<file path="src/rtl/ctrl_seq_pkg.sv">
// Shared types and constants for the control sequencer and its opcode queue.
package ctrl_seq_pkg;

    localparam int OP_W       = 7;   // opcode / decoder input width
    localparam int CTRL_W     = 26;  // decoder output / control word width
    localparam int CONST1_BIT = 23;  // decoder output that must always read 1
    localparam int EXLEN_LSB  = 5;   // opcode field giving execute length - 1
    localparam int EXLEN_W    = 2;
    localparam int CNT_W      = 2;   // covers DEC_LAT-1 (<=3) and exec length (<=3)

    typedef enum logic [1:0] {
        IDLE   = 2'd0,
        DECODE = 2'd1,
        ISSUE  = 2'd2,
        EXEC   = 2'd3
    } state_t;

    // Number of EXEC cycles minus one encoded in the opcode.
    function automatic logic [EXLEN_W-1:0] exec_len(input logic [OP_W-1:0] op);
        return op[EXLEN_LSB +: EXLEN_W];
    endfunction

endpackage

</file>
<file path="src/rtl/ctrl_seq_fifo.sv">
// Synchronous opcode queue: power-of-two depth, wrapping pointers, full/empty flags.
module ctrl_seq_fifo #(
    parameter int W     = 7,
    parameter int DEPTH = 2
) (
    input  logic         clk,
    input  logic         rst_n,
    input  logic         push_i,
    input  logic [W-1:0] data_i,
    input  logic         pop_i,
    output logic [W-1:0] data_o,
    output logic         full_o,
    output logic         empty_o
);

    localparam int PW = (DEPTH > 1) ? $clog2(DEPTH) : 1;
    localparam int CW = PW + 1;

    logic [W-1:0]  mem_q [DEPTH];
    logic [PW-1:0] wr_ptr_q, wr_ptr_d;
    logic [PW-1:0] rd_ptr_q, rd_ptr_d;
    logic [CW-1:0] count_q, count_d;
    logic          do_push, do_pop;

    assign full_o  = (count_q == CW'(DEPTH));
    assign empty_o = (count_q == '0);
    assign data_o  = mem_q[rd_ptr_q];

    // Next pointer/count values; a push is refused while full even if a pop is in flight.
    always_comb begin
        // NOTE: every signal gets a default first so no path leaves it unassigned (no latch).
        wr_ptr_d = wr_ptr_q;
        rd_ptr_d = rd_ptr_q;
        count_d  = count_q;
        do_push  = push_i && !full_o;
        do_pop   = pop_i && !empty_o;
        if (do_push) wr_ptr_d = wr_ptr_q + PW'(1);
        if (do_pop)  rd_ptr_d = rd_ptr_q + PW'(1);
        case ({do_push, do_pop})
            2'b10:   count_d = count_q + CW'(1);
            2'b01:   count_d = count_q - CW'(1);
            default: count_d = count_q;
        endcase
    end

    // Pointer and occupancy registers.
    always_ff @(posedge clk or negedge rst_n) begin
        // NOTE: state registers use non-blocking assignment so all flops update together.
        if (!rst_n) begin
            wr_ptr_q <= '0;
            rd_ptr_q <= '0;
            count_q  <= '0;
        end else begin
            wr_ptr_q <= wr_ptr_d;
            rd_ptr_q <= rd_ptr_d;
            count_q  <= count_d;
        end
    end

    // Queue storage.
    // NOTE: storage is deliberately not reset; the empty flag guards every read of stale data.
    always_ff @(posedge clk) begin
        if (do_push) mem_q[wr_ptr_q] <= data_i;
    end

endmodule

</file>
<file path="src/rtl/ctrl_sequencer.sv">
// Opcode sequencer around the external control decoder: queue, decode wait,
// valid/ready issue of the sampled control word, then an opcode-length execute hold-off.
module ctrl_sequencer
    import ctrl_seq_pkg::*;
#(
    parameter int FIFO_DEPTH = 2,
    parameter int DEC_LAT    = 1
) (
    input  logic              clk,
    input  logic              rst_n,
    input  logic              op_valid_i,
    output logic              op_ready_o,
    input  logic [OP_W-1:0]   op_i,
    output logic [OP_W-1:0]   dec_pi_o,
    input  logic [CTRL_W-1:0] dec_po_i,
    output logic              ctrl_valid_o,
    input  logic              ctrl_ready_i,
    output logic [CTRL_W-1:0] ctrl_o,
    output logic              done_o,
    output logic              busy_o,
    output logic              err_o
);

    state_t            state_q, state_d;
    logic [OP_W-1:0]   dec_pi_q, dec_pi_d;
    logic [CTRL_W-1:0] ctrl_q, ctrl_d;
    logic [CNT_W-1:0]  cnt_q, cnt_d;
    logic              err_q, err_d;

    logic [OP_W-1:0]   fifo_head;
    logic              fifo_full, fifo_empty, fifo_pop;

    ctrl_seq_fifo #(
        .W     (OP_W),
        .DEPTH (FIFO_DEPTH)
    ) u_fifo (
        .clk     (clk),
        .rst_n   (rst_n),
        .push_i  (op_valid_i),
        .data_i  (op_i),
        .pop_i   (fifo_pop),
        .data_o  (fifo_head),
        .full_o  (fifo_full),
        .empty_o (fifo_empty)
    );

    assign op_ready_o   = !fifo_full;
    assign dec_pi_o     = dec_pi_q;
    assign ctrl_o       = ctrl_q;
    assign err_o        = err_q;
    assign ctrl_valid_o = (state_q == ISSUE);
    assign done_o       = (state_q == EXEC) && (cnt_q == '0);
    assign busy_o       = (state_q != IDLE) || !fifo_empty;

    // Sequencer next-state logic. The active opcode is dec_pi_q itself: it is loaded
    // on pop and held for the whole operation, so no separate opcode copy is needed.
    always_comb begin
        state_d  = state_q;
        dec_pi_d = dec_pi_q;
        ctrl_d   = ctrl_q;
        cnt_d    = cnt_q;
        err_d    = err_q;
        fifo_pop = 1'b0;
        case (state_q)
            IDLE: begin
                if (!fifo_empty) begin
                    fifo_pop = 1'b1;
                    dec_pi_d = fifo_head;
                    cnt_d    = CNT_W'(DEC_LAT - 1);
                    state_d  = DECODE;
                end
            end
            DECODE: begin
                if (cnt_q != '0) begin
                    cnt_d = cnt_q - CNT_W'(1);
                end else begin
                    ctrl_d = dec_po_i;
                    // A missing constant-one bit flags a broken decoder but does not stop issue.
                    if (!dec_po_i[CONST1_BIT]) err_d = 1'b1;
                    state_d = ISSUE;
                end
            end
            ISSUE: begin
                if (ctrl_ready_i) begin
                    cnt_d   = CNT_W'(exec_len(dec_pi_q));
                    state_d = EXEC;
                end
            end
            EXEC: begin
                if (cnt_q != '0) cnt_d = cnt_q - CNT_W'(1);
                else             state_d = IDLE;
            end
            default: state_d = IDLE;
        endcase
    end

    // Sequencer state, decoder drive, control word and sticky error registers.
    always_ff @(posedge clk or negedge rst_n) begin
        if (!rst_n) begin
            state_q  <= IDLE;
            dec_pi_q <= '0;
            ctrl_q   <= '0;
            cnt_q    <= '0;
            err_q    <= 1'b0;
        end else begin
            state_q  <= state_d;
            dec_pi_q <= dec_pi_d;
            ctrl_q   <= ctrl_d;
            cnt_q    <= cnt_d;
            err_q    <= err_d;
        end
    end

endmodule

</file>
<file path="config.mk">
export PLATFORM = sky130hd
export DESIGN_NAME = ctrl_sequencer
export DESIGN_NICKNAME = d
export VERILOG_FILES = /design/src/rtl/ctrl_seq_pkg.sv /design/src/rtl/ctrl_seq_fifo.sv /design/src/rtl/ctrl_sequencer.sv
export SDC_FILE = /design/constraint.sdc
export NUM_CORES = 1
export LEC_CHECK = 0
export BUFFER_PORTS_ARGS = -buffer_cell sky130_fd_sc_hd__buf_2
export CAP_MARGIN = 25
export CORE_MARGIN = 2
export CORE_UTILIZATION = 50
export CTS_CLUSTER_DIAMETER = 60
export DETAILED_ROUTE_END_ITERATION = 12
export PLACE_DENSITY = 0.79
export SYNTH_ARGS = -nofsm -noshare
export SYNTH_HDL_FRONTEND = slang
export SYNTH_SLANG_ARGS = --single-unit
</file>
<file path="constraint.sdc">
create_clock -name clk -period 2.5 [get_ports clk]
set_input_delay 0 -clock clk [delete_from_list [all_inputs] [get_ports clk]]
set_output_delay 0 -clock clk [all_outputs]
set_load 0.1 [all_outputs]
</file>
======== After elaboration in Yosys (flattened, before gate mapping) ========
Memory sizes are Yosys's and may differ from the RTL's. A register that Yosys moved wholly into a read port is not among the register bits.
Index checks and enable logic that the tools add are counted.
storage, ports and cells
  register bits after elaboration ......... 35
  memory bits (writable) .................. 14
  input bits .............................. 37
  output and inout bits ................... 38
  word-level logic and storage cells ...... 60
  memories ................................ 1
memory list
  name          words  width  rd ports  clocked after memory_dff  write ports  RTL line             text
  u_fifo.mem_q  2      7      1         1                         1            ctrl_seq_fifo.sv:19  logic [W-1:0] mem_q [DEPTH];
operators by class
  $add $sub $neg .......................... 5
  eq/ne operators ......................... 11
  mux-type cells .......................... 14
  bitwise gates (word level) .............. 3
  reduce and logical (&&, ||, !) cells .... 19
operator list
  operator                                                                 number
  2-bit two-way mux                                                        7
  2-bit equality test, second input constant                               4
  2-bit one-hot mux with 4 select lines                                    1
  2-bit logical NOT                                                        3
  2-bit inequality test, second input constant                             3
  2-bit one-hot mux with 3 select lines                                    1
  3-bit AND reduction                                                      2
  2-bit nonzero test                                                       3
  2-bit by 1-bit equality test with 1-bit output, second input constant    2
  1-bit two-way mux                                                        4
  2-bit by 1-bit inequality test with 1-bit output, second input constant  2
  2-bit one-hot mux with 2 select lines                                    1
  2-bit AND reduction                                                      2
  4-bit AND reduction                                                      1
  2-bit by 1-bit subtractor with 2-bit output, second input constant       2
  1-bit logical AND                                                        3
  1-bit logical NOT                                                        3
  1-bit inverter                                                           3
  1-bit adder, second input constant                                       2
  2-bit by 1-bit adder with 2-bit output, second input constant            1
  2-bit OR reduction                                                       1
  1-bit logical OR                                                         1

======== Logic depth before layout (Yosys ltp) ========
  depth in word-level cells ............... 6
  depth in mapped cells ................... 9
  gate-level depth less buffers ........... 8

======== Hierarchy ========
From an unflattened synthesis, not the netlist that was laid out.
second synthesis, totals
  cells, all modules ...................... 146
  area total of the unflattened synthesis .. 2364.8 µm²
modules (own cells, without submodules)
  module          times used  cells each  area each (µm²)  seq. area each (µm²)
  ctrl_sequencer  1           106         1661.6           950.9
  ctrl_seq_fifo   1           40          703.2            520.5

======== Worst setup path before layout ========
No wires, ideal clock.
  path kind ............................... reg2reg
  start ................................... register state_q[0]
  end ..................................... register state_q[1]
  library setup time ...................... 0.125 ns
  arrival ................................. 2.130 ns
  required time ........................... 2.375 ns
  slack ................................... 0.245 ns
  cell stages (with the launch flop) ...... 7
  path buffers ............................ 0
  period minus slack after synthesis ...... 2.255 ns
  cells stage by stage .................... dfrtp_1 > inv_1 > ha_1 > nor2b_1 > a21oi_4 > o21ai_2 > mux2_4
on the way
  cells in the longest elaborated chain, start to end .. 3
  elaborated cells between the ends (all ways) .. 10
  those cells by class .................... eq/ne: 7; mux: 1; reduce/logical: 2
RTL lines
  element                                                            RTL line               text
  from (decl)                                                        ctrl_sequencer.sv:24   state_t state_q, state_d;
  from (signal assigned)                                             ctrl_sequencer.sv:106  state_q <= state_d;
  2-bit equality test *                                              -
  via ctrl_valid_o                                                   ctrl_sequencer.sv:16   output logic ctrl_valid_o,
  2-bit by 1-bit inequality test with 1-bit output (no source line)  -
  4-bit AND reduction (no source line)                               -
The timed path passes the listed nets; every way through them passes the cells marked *.
A chain may end at the register's enable or synchronous reset.

======== Worst setup path in the final report ========
  start ................................... register state_q[1]
  end ..................................... register u_fifo.count_q[1]
on the way
  cells in the longest elaborated chain, start to end .. 5
  elaborated cells between the ends (all ways) .. 7
  those cells by class .................... eq/ne: 2; mux: 2; reduce/logical: 3
RTL lines
  element                                                                                       RTL line              text
  2-bit logical NOT *                                                                           ctrl_sequencer.sv:64  case (state_q)
  1-bit two-way mux *                                                                           ctrl_sequencer.sv:64
  via fifo_pop                                                                                  ctrl_sequencer.sv:31  logic fifo_full, fifo_empty, fifo_pop;
  1-bit logical AND *                                                                           ctrl_seq_fifo.sv:36   do_pop = pop_i && !empty_o;
  2-bit by 1-bit equality test with 1-bit output / 2-bit equality test (equally long branches)  ctrl_seq_fifo.sv:39   case ({do_push, do_pop})
  2-bit one-hot mux with 2 select lines / 2-bit nonzero test (equally long branches)            -
  to (signal assigned)                                                                          ctrl_seq_fifo.sv:56   count_q <= count_d;
  to (decl)                                                                                     ctrl_seq_fifo.sv:22   logic [CW-1:0] count_q, count_d;
Marked as above.

==> impl_metrics.json <==
{
  "hp-start": "op_valid_i",
  "synth.cell_area_mm2": 0.00228,
  "tns_ps": 0,
  "cts_buffers": 5,
  "h-tree-depth": 2,
  "layout-drive-gt1-share_pct": 34.1,
  "grt_pass1_wl_mm": 7.28,
  "initial_core_util_pct": 52.0,
  "crit_path_top_delay_cell": "dfrtp_1",
  "synth_fp_nets": 200,
  "yosysWarningCount": 0,
  "wl_mm": 4.46,
  "first_pass_iters": 3,
  "dpl-instance-area_mm2": 0.00270,
  "grt_pass1_vias": 1620,
  "worstHoldEndpoint": "u_fifo.wr_ptr_q",
  "final_area_mm2": 0.00315,
  "path_class": "reg2reg",
  "detailroute.via_count": 1559,
  "synth_cell_types": 30,
  "max_slew_margin_pct": 40.8,
  "rsz0062_at_grt": "no",
  "diodes": 0,
  "worstRegToRegCells": 7,
  "syn_inst": 155,
  "drt-initial-drc-count": 44,
  "cp_data_arrival_time_ps": 2100,
  "pre_cts_slack_ps": 664,
  "rows": 24,
  "whs_ps": 34.8,
  "cts_root_buf": "clkbuf_8",
  "crit_chain": "inv_1 -> ha_1 -> o21ai_2 -> inv_2 -> ha_1 -> nor2_1 -> xor2_1",
  "async_flop_share_pct": 75.0,
  "hp-class": "in2reg",
  "setup_viol": 0,
  "synth_top_area_share_pct": 46.1,
  "cts_tree": "done",
  "die_h_um": 71.5,
  "multi_input_area_um2": 769,
  "synthFlopType": "dfrtp_1",
  "cap_viol_max_count": 0,
  "worst_pin_slew_ps": 888,
  "fmax_mhz": 537,
  "timing.final.ws_setup_ps": 638,
  "worst_setup_path_start_kind": "register",
  "fillCellCount": 287,
  "ant_nets": 0,
  "synth_seq_cells": 56,
  "slew_violations": 0,
  "dp_hpwl_mm": 2.76,
  "die_area_mm2": 0.00511,
  "nNetsFinal": 311,
  "area_delta_synth_final_pct": 38.1,
  "hold_viol": 0,
  "ys_top_cells_by_area": "dfrtp_1 46%, edfxtp_1 18%, mux2_1 13%",
  "grtUsageTotal_pct": 18.6,
  "vias_per_cell": 4.89,
  "grt_max_degree": 43,
  "period_minus_slack_ps": 1860,
  "min_path_cells": 3,
  "coreArea_mm2": 0.00438,
  "seq_area_mm2": 0.00147,
  "place.gp.congestion": 0.835,
  "cp-startpoint": "state_q[1]",
  "ios": 75,
  "drc_errors": 0,
  "clkSlewWorstSetupHoldPaths_ps": 90,
  "cp-end-kind": "register",
  "fin_crit_sh_pct": 74.5,
  "overflow": 0,
  "yosysSeqAreaShare_pct": 64.6,
  "regToRegEndpoint": "u_fifo.count_q[1]",
  "status": "completed",
  "post-synth-top-count-cell": "dfrtp_1",
  "cts_resized": 0,
  "cp_max_fo": 16,
  "post-cts-setup-buffer-count": 0,
  "clk_path_buf_depth": 2,
  "r2r_slack_ps": 640,
  "antenna_found_initial": 0,
  "synth_edf_count": 14,
  "fin_skew_ps": 5.19,
  "port_buffers": 74,
  "synth_largest_area_cell": "dfrtp_1",
  "crit_top_cell": "ha_1",
  "max_stage_delay_ps": 420,
  "required_ps": 2730,
  "clk-insertion-delay-late_ps": 300,
  "cts.sinks": 56,
  "syn_area_per_cell_um2": 14.7,
  "rr_startpoint": "state_q[1]",
  "synthTopCellsByCount": "42 x dfrtp_1, 26 x mux2_1, 14 x edfxtp_1, 10 x nand2_1, 9 x mux2i_1",
  "avgRoutedWirePerCell_um": 14.0,
  "fp.dieW_um": 71.5
}
[per-stage QoR]
step / std cells / util [%]
6_report: 319 / 71.8
4_1_cts: 319 / 71.8
3_3_place_gp: 277 / 61.5
5_1_grt: 319 / 71.8
3_5_place_dp: 277 / 61.5
2_1_floorplan: 155 / -
[cell usage in the layout (no fill, tap or decap), types with 4 or more instances in the layout]
| cell | count |
|---|---|
| nand2_1 | 10 |
| dfrtp_1 | 42 |
| edfxtp_1 | 14 |
| clkbuf_8 | 5 |
| mux2i_1 | 9 |
| o21ai_1 | 7 |
| xnor2_1 | 4 |
| inv_1 | 4 |
| dlygate4sd3_1 | 34 |
| ha_1 | 8 |
| nor2_1 | 6 |
| buf_2 | 74 |
| mux2_1 | 26 |
[routing by layer]
metal,up-vias,part of all wire [%],global-route usage [%]
met5,-,0,0
met4,0,2.6,7.34
met3,11,5.7,4.22
met2,54,52,35.0
met1,727,39,20.0
li1,767,-,-
[timing repair]
action,CTS,global route
endpoints found under the setup margin,0,0
endpoints found under the hold margin,83,0
hold buffers,34,0
[registers in the layout (all words and copies together), names as in the netlist]
name / flops
cnt_q: 2
err_o: 1
u_fifo.wr_ptr_q: 1
state_q: 2
ctrl_o: 26
u_fifo.mem_q: 14
u_fifo.count_q: 2
u_fifo.rd_ptr_q: 1
dec_pi_o: 7
[kinds of logic after synthesis]
kind of cell / count (synthesis) / share of synthesized area, %
multiplexers: 36 / 17.5
AND/OR/NAND/NOR: 24 / 4.94
AO/OA/AOI/OAI: 17 / 5.05
buffers and inverters: 9 / 1.65
XOR/XNOR: 5 / 1.92
flip-flops: 56 / 64.6
adder cells (fa/ha/maj): 8 / 4.39
[worst max path at each step]
stage                              endpoint  slack, ps  cells past startpoint
after CTS                 u_fifo.count_q[1]        630                      7
after global placement    u_fifo.count_q[1]        740                      7
final                     u_fifo.count_q[1]        640                      7
after global routing      u_fifo.count_q[1]        480                      8
after floorplan                  state_q[1]        240                      6
after detailed placement  u_fifo.count_q[1]        660                      7
[critical path, delay by kind of cell (launching register included)]
kind | cells | cell delay, ps
buf+inv | 2 | 210
simple gates | 1 | 150
compound gates | 1 | 260
fa+ha+maj | 2 | 600
xor+xnor | 1 | 150
flops | 1 | 420
[final cells by class]
cell class                 count  area share, %
sequential                    56           46.8
multi-input combinational     90           24.5
timing repair buffer         108           22.6
clock buffer                   5           2.19
tap                           52           2.07
clock inverter                 3           1.35
inverter                       5          0.596
Power is left out: the tool's default activity adds up to more than one toggle a clock period on the data nets, which glitch-free logic cannot reach.
